$ cat src/rtl/reset_sequencer_if.sv
// reset_sequencer_if
//   Groups the soft-reset handshake and the sequencer status outputs.
//   master : the agent that requests a soft reset and observes the domains
//   slave  : the reset_sequencer itself
//   sw_rst_req  level request for a soft reset (master -> slave)
//   sw_rst_ack  one-cycle acceptance pulse     (slave -> master)
//   rst_out_n   per-domain active-low resets, index 0 released first
//   seq_done    every domain released
//   busy        sequencer not in its idle/done state
//   cur_stage   number of domains currently released
`timescale 1ns/1ps
interface reset_sequencer_if #(
    parameter int NUM_STAGES = 3
);
    localparam int STG_W = $clog2(NUM_STAGES + 1);

    logic                  sw_rst_req;
    logic                  sw_rst_ack;
    logic [NUM_STAGES-1:0] rst_out_n;
    logic                  seq_done;
    logic                  busy;
    logic [STG_W-1:0]      cur_stage;

    modport master (
        output sw_rst_req,
        input  sw_rst_ack,
        input  rst_out_n,
        input  seq_done,
        input  busy,
        input  cur_stage
    );

    modport slave (
        input  sw_rst_req,
        output sw_rst_ack,
        output rst_out_n,
        output seq_done,
        output busy,
        output cur_stage
    );
endinterface

$ cat src/rtl/reset_sequencer.sv
// reset_sequencer
//   Synchronises deassertion of the board reset, then releases NUM_STAGES
//   ordered reset domains, one every STAGE_DLY cycles. A soft-reset request
//   accepted while DONE re-asserts every domain for SW_RST_HOLD cycles and
//   re-runs the release sequence without the synchroniser wait.
//   clk    : clock, all state on posedge
//   rst_n  : asynchronous active-low reset
//   bus    : reset_sequencer_if.slave (request/ack handshake and status)
//
//   state     | meaning
//   ----------+--------------------------------------------------------
//   S_SYNC    | waiting for the deassert synchroniser to fill
//   S_RELEASE | releasing one domain every STAGE_DLY cycles
//   S_DONE    | all domains released, soft-reset request accepted here
//   S_SW_HOLD | soft reset accepted, every domain held for SW_RST_HOLD
`timescale 1ns/1ps
module reset_sequencer #(
    parameter int NUM_STAGES  = 3,
    parameter int STAGE_DLY   = 16,
    parameter int SYNC_STAGES = 2,
    parameter int SW_RST_HOLD = 8
) (
    input  logic                clk,
    input  logic                rst_n,
    reset_sequencer_if.slave    bus
);
    localparam int CNT_MAX = (STAGE_DLY > SW_RST_HOLD) ? STAGE_DLY : SW_RST_HOLD;
    localparam int CNT_W   = $clog2(CNT_MAX + 1);
    localparam int STG_W   = $clog2(NUM_STAGES + 1);

    localparam logic [CNT_W-1:0] STAGE_LAST = CNT_W'(STAGE_DLY - 1);
    localparam logic [CNT_W-1:0] HOLD_LAST  = CNT_W'(SW_RST_HOLD - 1);
    localparam logic [STG_W-1:0] STG_LAST   = STG_W'(NUM_STAGES - 1);

    if (NUM_STAGES < 1) begin : g_bad_num_stages
        $fatal(1, "reset_sequencer: NUM_STAGES must be >= 1");
    end
    if (STAGE_DLY < 1) begin : g_bad_stage_dly
        $fatal(1, "reset_sequencer: STAGE_DLY must be >= 1");
    end
    if (SYNC_STAGES < 2) begin : g_bad_sync_stages
        $fatal(1, "reset_sequencer: SYNC_STAGES must be >= 2");
    end
    if (SW_RST_HOLD < 1) begin : g_bad_sw_rst_hold
        $fatal(1, "reset_sequencer: SW_RST_HOLD must be >= 1");
    end

    typedef enum logic [1:0] {
        S_SYNC    = 2'd0,
        S_RELEASE = 2'd1,
        S_DONE    = 2'd2,
        S_SW_HOLD = 2'd3
    } state_t;

    state_t                state_q, state_d;
    logic [SYNC_STAGES-1:0] sync_q;
    logic [CNT_W-1:0]      cnt_q, cnt_d;
    logic [NUM_STAGES-1:0] rst_out_q, rst_out_d;
    logic [STG_W-1:0]      stage_q, stage_d;
    logic                  seq_done_q, seq_done_d;
    logic                  busy_q, busy_d;
    logic                  ack_q, ack_d;
    logic                  sync_ready;

    always_ff @(posedge clk or negedge rst_n) begin
        if (!rst_n) begin
            sync_q <= '0;
        end else begin
            sync_q <= {sync_q[SYNC_STAGES-2:0], 1'b1};
        end
    end

    // High when rst_sync (last chain flop) is 1 after this edge. RELEASE is
    // entered on the edge rst_sync rises, so stage k lands exactly at edge
    // SYNC_STAGES + (k+1)*STAGE_DLY.
    assign sync_ready = sync_q[SYNC_STAGES-1] | sync_q[SYNC_STAGES-2];

    always_ff @(posedge clk or negedge rst_n) begin
        if (!rst_n) begin
            state_q    <= S_SYNC;
            cnt_q      <= '0;
            rst_out_q  <= '0;
            stage_q    <= '0;
            seq_done_q <= 1'b0;
            busy_q     <= 1'b1;
            ack_q      <= 1'b0;
        end else begin
            state_q    <= state_d;
            cnt_q      <= cnt_d;
            rst_out_q  <= rst_out_d;
            stage_q    <= stage_d;
            seq_done_q <= seq_done_d;
            busy_q     <= busy_d;
            ack_q      <= ack_d;
        end
    end

    always_comb begin
        state_d    = state_q;
        cnt_d      = cnt_q;
        rst_out_d  = rst_out_q;
        stage_d    = stage_q;
        seq_done_d = seq_done_q;
        ack_d      = 1'b0;

        case (state_q)
            S_SYNC: begin
                if (sync_ready) begin
                    state_d = S_RELEASE;
                    cnt_d   = '0;
                end
            end

            S_RELEASE: begin
                if (cnt_q == STAGE_LAST) begin
                    cnt_d = '0;
                    for (int i = 0; i < NUM_STAGES; i++) begin
                        if (stage_q == STG_W'(i)) begin
                            rst_out_d[i] = 1'b1;
                        end
                    end
                    stage_d = stage_q + 1'b1;
                    if (stage_q == STG_LAST) begin
                        state_d    = S_DONE;
                        seq_done_d = 1'b1;
                    end
                end else begin
                    cnt_d = cnt_q + 1'b1;
                end
            end

            S_DONE: begin
                if (bus.sw_rst_req) begin
                    state_d    = S_SW_HOLD;
                    cnt_d      = '0;
                    rst_out_d  = '0;
                    stage_d    = '0;
                    seq_done_d = 1'b0;
                    ack_d      = 1'b1;
                end
            end

            S_SW_HOLD: begin
                if (cnt_q == HOLD_LAST) begin
                    state_d = S_RELEASE;
                    cnt_d   = '0;
                end else begin
                    cnt_d = cnt_q + 1'b1;
                end
            end

            default: begin
                state_d = S_SYNC;
            end
        endcase

        busy_d = (state_d != S_DONE);
    end

    assign bus.sw_rst_ack = ack_q;
    assign bus.rst_out_n  = rst_out_q;
    assign bus.seq_done   = seq_done_q;
    assign bus.busy       = busy_q;
    assign bus.cur_stage  = stage_q;

endmodule

$ cat src/flat_wrapper.sv
// flat-port wrapper written by rule: the top's interface ports become plain ports
module reset_sequencer_flat 
#(
    parameter int NUM_STAGES  = 3,
    parameter int STAGE_DLY   = 16,
    parameter int SYNC_STAGES = 2,
    parameter int SW_RST_HOLD = 8
)
  (clk, rst_n, bus_sw_rst_req, bus_sw_rst_ack, bus_rst_out_n, bus_seq_done, bus_busy, bus_cur_stage);
  reset_sequencer_if #(.NUM_STAGES(NUM_STAGES)) bus_i ();
  input  logic clk;
  input  logic rst_n;
  input wire logic [$bits(bus_i.sw_rst_req)-1:0] bus_sw_rst_req;
  output wire logic [$bits(bus_i.sw_rst_ack)-1:0] bus_sw_rst_ack;
  output wire logic [$bits(bus_i.rst_out_n)-1:0] bus_rst_out_n;
  output wire logic [$bits(bus_i.seq_done)-1:0] bus_seq_done;
  output wire logic [$bits(bus_i.busy)-1:0] bus_busy;
  output wire logic [$bits(bus_i.cur_stage)-1:0] bus_cur_stage;
  assign bus_i.sw_rst_req = bus_sw_rst_req;
  assign bus_sw_rst_ack = bus_i.sw_rst_ack;
  assign bus_rst_out_n = bus_i.rst_out_n;
  assign bus_seq_done = bus_i.seq_done;
  assign bus_busy = bus_i.busy;
  assign bus_cur_stage = bus_i.cur_stage;
  reset_sequencer #(.NUM_STAGES(NUM_STAGES), .STAGE_DLY(STAGE_DLY), .SYNC_STAGES(SYNC_STAGES), .SW_RST_HOLD(SW_RST_HOLD)) u_core (.clk(clk), .rst_n(rst_n), .bus(bus_i));
endmodule
$ cat config.mk
export PLATFORM = sky130hd
export DESIGN_NAME = reset_sequencer_flat
export DESIGN_NICKNAME = d
export VERILOG_FILES = /design/src/rtl/reset_sequencer_if.sv /design/src/rtl/reset_sequencer.sv /design/src/flat_wrapper.sv
export SDC_FILE = /design/constraint.sdc
export NUM_CORES = 1
export LEC_CHECK = 0
export BUFFER_PORTS_ARGS = -buffer_cell sky130_fd_sc_hd__buf_2
export CORE_MARGIN = 3
export CORE_UTILIZATION = 55
export DETAILED_ROUTE_END_ITERATION = 12
export GPL_ROUTABILITY_DRIVEN = 0
export HOLD_SLACK_MARGIN = 0.03
export MAX_ROUTING_LAYER = met4
export PLACE_DENSITY = 0.77
export SETUP_SLACK_MARGIN = 0.2
export SYNTH_ARGS = -nofsm -noshare
export SYNTH_HDL_FRONTEND = slang
export SYNTH_SLANG_ARGS = --single-unit
$ cat constraint.sdc
create_clock -name clk -period 3.3 [get_ports clk]
set_clock_uncertainty 0.05 [all_clocks]
set_input_delay 0 -clock clk [delete_from_list [all_inputs] [get_ports clk]]
set_output_delay 0 -clock clk [all_outputs]
set_load 0.01 [all_outputs]
## Word-level counts from Yosys, hierarchy flattened

Cells that the tools add are included.

- $add $sub $neg: 2
- Eq/ne operators: 14
- Multiplexer cells: 25
- Bitwise gates (word level): 1
- Reduce and logical (&&, ||, !) cells: 8

Operators by type and width:

| cell | number |
|---|---|
| $mux W5 | 4 |
| $pmux W5 S4 | 1 |
| $mux W2 | 7 |
| $reduce_and A4 Y1 | 3 |
| $ne A2 B1 Y1 const B | 5 |
| $pmux W2 S4 | 1 |
| $mux W1 | 7 |
| $eq A2 B2 Y1 const B | 3 |
| $mux W3 | 2 |
| $pmux W3 S2 | 1 |
| $add A5 B1 Y5 const B | 1 |
| $eq A5 B3 Y1 const B | 1 |
| $eq A5 B4 Y1 const B | 1 |
| $eq A2 B1 Y1 const B | 2 |
| $logic_not A2 Y1 | 2 |
| $ne A2 B2 Y1 const B | 2 |
| $pmux W2 S2 | 1 |
| $reduce_and A3 Y1 | 1 |
| $add A2 B1 Y2 const B | 1 |
| $pmux W1 S2 | 1 |
| $reduce_and A2 Y1 | 1 |
| $reduce_bool A2 Y1 | 1 |
| $or A1 B1 Y1 | 1 |

- Register bits after elaboration: 17
- Input port bits: 3
- Output and inout port bits: 8
- Logic and storage cells: 60

## Depth between registers and ports, before layout

- Depth after elaboration: 5
- Depth in mapped cells: 7
- Depth with buffers taken out: 7

## Least setup slack after synthesis

Ideal clock, no wire load.

- Kind: flip-flop to flip-flop
- Start: register u_core.cnt_q[0]
- End: register u_core.cnt_q[0]
- Library setup time: 65 ps
- Data arrival time: 1787 ps
- Data required time: 3185 ps
- Setup slack: 1398 ps
- Cell stages (with the launch flop): 8
- Path buffers: 1
- Period minus slack after synthesis: 1902 ps
- Cell sequence: dfrtp_1 > ha_1 > and3_1 > ha_1 > and2b_1 > buf_2 > a211oi_1 > mux2_2

- Cells in the longest elaborated chain, start to end: 3
- Elaborated cells between the ends (all ways): 6
- Classes of those cells: 1 x add/sub; 2 x eq/ne; 3 x mux

RTL lines:

| item | RTL line | text |
|---|---|---|
| start: declaration | reset_sequencer.sv:57 | `logic [CNT_W-1:0] cnt_q, cnt_d;` |
| start signal: assignment | reset_sequencer.sv:89 | `cnt_q <= cnt_d;` |
| $add A5 B1 Y5 (tied with other cells) | reset_sequencer.sv:128, reset_sequencer.sv:148 |  |
| $mux W5, on equally long branches | reset_sequencer.sv:144, reset_sequencer.sv:115 |  |
| $pmux W5 S4 (*) | reset_sequencer.sv:106 | `case (state_q)` |

Every way passes the cells marked *; elsewhere a longest branch is shown, timed or not.
A chain may end at the register's enable or synchronous reset.

## Worst setup path in the final report

Same ends and word-level chain as after synthesis.

==> flow_metrics.env <==
export IMPL_status="complete, no violations"
export IMPL_setup_tns_ps=0
export IMPL_firstDrtPassIters=4
export IMPL_grtUsageTotal_pct=17.2
export IMPL_endpoint_kind="flop"
export IMPL_fin_crit_sh_pct=62.3
export IMPL_path_cells="ha_1, and3_1, ha_1, and2b_1, a211oi_1, mux2_2"
export IMPL_p_leak_uw=0.000430
export IMPL_synth_top_family_by_area="compound AO/OA/AOI/OAI gates"
export IMPL_synth_edf_count=0
export IMPL_root_buffer="clkbuf_4"
export IMPL_wl_per_cell_um=13.1
export IMPL_vias=582
export IMPL_cp_arrival_ps=2240
export IMPL_path_common_cell="ha_1"
export IMPL_power_density_nw_per_um2=811
export IMPL_drcViolationCount=0
export IMPL_cp_slowest_cell="dfrtp_1"
export IMPL_ys_warn_count=0
export IMPL_reg2reg_from="u_core.cnt_q[0]"
export IMPL_hpwl_um=984
export IMPL_clock_latency_ps=280
export IMPL_synth_cell_types=31
export IMPL_grt_start_max_net_pins=17
export IMPL_clock_sinks=16
export IMPL_synthMuxAreaShare_pct=1.39
export IMPL_wl_met2_um=619
export IMPL_io_buffers=10
export IMPL_critPathKind="reg -> reg"
export IMPL_clkTransAtPathRegs_ps=90
export IMPL_synth_xor_area_share_pct=2.16
export IMPL_first_iter_violations=4
export IMPL_cts_buffers=3
export IMPL_synthCells=77
export IMPL_post_route_min_period_ps=2060
export IMPL_grt_setup_unrepaired="no"
export IMPL_finalSetupViolCount=0
export IMPL_synth_adder_area_share_pct=9.24
export IMPL_cts_tree="yes"
export IMPL_diodes=0
export IMPL_slew_violations=0
export IMPL_die_h_um=44.4
export IMPL_fillers=106
export IMPL_syn2layout_area_growth_pct=10.8
export IMPL_wl_met3_um=46
export IMPL_crit_fanout=8
export IMPL_grt_ovfl_total=0
export IMPL_die_area_um2=1970
export IMPL_start_util_pct=60.1
export IMPL_syn_num_nets=86
export IMPL_via_per_inst=5.60
export IMPL_maxUsedRoutingLayer="met4"
export IMPL_ys_dominant_reg_cell="dfrtp_1"
export IMPL_num_nets_final=99
export IMPL_async_reset_ff_share_pct=100
export IMPL_peakVddDrop_uv=531
export IMPL_rows=13
export IMPL_totalWireLength_um=1360
export IMPL_startpoint_type="flop"
export IMPL_place_detailed_instances=98
export IMPL_io_pins=11
export IMPL_h_tree_depth=1
export IMPL_clock_path_buffers=2
export IMPL_cp_startpoint="u_core.cnt_q[0]"
export IMPL_drive_gt1_share_pct=19.1
export IMPL_antenna_found_initial=0
export IMPL_postSynthAreaPerCell_um2=10.5
export IMPL_ys_seq_area_share_pct=49.5
export IMPL_synth_simple_gate_area_share_pct=12.6
export IMPL_drv_cap=0
export IMPL_ant_nets=0
export IMPL_ys_ff_latch=16
export IMPL_synth_compound_area_share_pct=18.5
export IMPL_holdCritPathClass="in -> async"
export IMPL_slowest_delay_ps=410
export IMPL_final_hold_violation_count=0
export IMPL_wl_met1_um=675
export IMPL_fp_dieW_um=44.4
export IMPL_regToRegSetupSlack_ps=1240
export IMPL_grt_pass1_vias=586
export IMPL_netlist_area_um2=812
export IMPL_worstPathRequired_ps=3480
export IMPL_fmax_ghz=0.486
export IMPL_coreArea_um2=1350
export IMPL_grt_pass1_wl_um=2360
export IMPL_final_cells=104
[routing by layer]
metal	global-route usage [%]	vias to the layer above
met2	25.3	10
met3	4.07	4
li1	-	291
met1	21.3	277
met5	-	-
met4	10.2	0
[sequential cells by signal, indices dropped and copies added, names as in the netlist]
| signal | count |
|---|---|
| u_core.state_q | 2 |
| u_core.bus.rst_out_n | 3 |
| u_core.cnt_q | 5 |
| u_core.bus.sw_rst_ack | 1 |
| u_core.bus.busy | 1 |
| u_core.sync_q | 2 |
| u_core.bus.cur_stage | 2 |
[cell usage in the layout, fill, tap and decap left out, drive strengths merged, types with 2 or more instances in the layout]
cell type,n
a21oi,9
a22o,3
a31oi,5
and3,2
buf,10
clkbuf,4
dfrtp,15
dlygate4sd3,2
ha,6
inv,6
nand2,4
nor2,5
o21ai,2
[final timing paths]
kind                                    end  depth (start not counted)
max                         u_core.cnt_q[0]                          6
min                        u_core.sync_q[1]                          2
max reg2reg                 u_core.cnt_q[0]                          6
min reg2reg                u_core.sync_q[1]                          0
max in group asynchronous   u_core.bus.busy                          2
min in group clk           u_core.sync_q[1]                          0
[power by group]
group	leakage, uW	switching (uW)	total (uW)	internal, uW
clock network	0.0000150	57.6	105	47.0
logic	0.000222	146	286	141
registers	0.000193	74.9	339	264
[cells by family after synthesis]
family | count (synthesis)
AOI/OAI and AO/OA | 22
and+or+nand+nor | 19
DFF | 16
buffers and inverters | 10
adders and majority gates | 6
xor gates and xnor gates | 2
other | 1
muxes | 1
[per-stage QoR]
stage	worst slack [ps]	util [%]	hold slack (ps)	power [uW]	instance area (um2)
2_1_floorplan	1400	-	-346	557	812
6_report	1240	66.6	88.7	730	900
3_5_place_dp	1280	63.2	-126	627	853
4_1_cts	1240	66.6	101	736	900
5_1_grt	1090	66.6	120	786	900
3_3_place_gp	1360	63.2	-130	619	853
[critical path: cells and delay by family, from the launching register on]
kind,cells,cell delay (ps)
adders and majority gates,2,450
muxes,1,230
DFF,1,410
AOI/OAI and AO/OA,1,400
and+or+nand+nor,2,460
[synth_stat cells (2+ instances only)]
library cell | instances | area share [%]
ha_1 | 6 | 9.2
dfrtp_1 | 15 | 46
a31oi_1 | 5 | 3.9
a22o_1 | 3 | 3.2
nand2_1 | 4 | 1.8
a21oi_1 | 8 | 4.9
nor2_1 | 5 | 2.3
inv_1 | 6 | 2.8
and3_1 | 2 | 1.5
o21ai_0 | 2 | 1.2
[timing repair]
| item | CTS | global route |
|---|---|---|
| hold buffers | 2 | 0 |
| setup buffers | 0 | 0 |
| hold endpoints to repair | 18 | 0 |
| gates resized for setup | 0 | 0 |
| setup endpoints to repair | 0 | 0 |
[cell type report]
cell class	instances	area (um2)	area share, %
Sequential cell	16	402	44.6
Tap cell	15	18.8	2.09
Inverter	6	22.5	2.50
Clock buffer	4	26.3	2.92
Multi-Input combinational cell	51	360	40.1
Timing Repair Buffer	12	70.1	7.79
(Power assumes the default switching activity.)
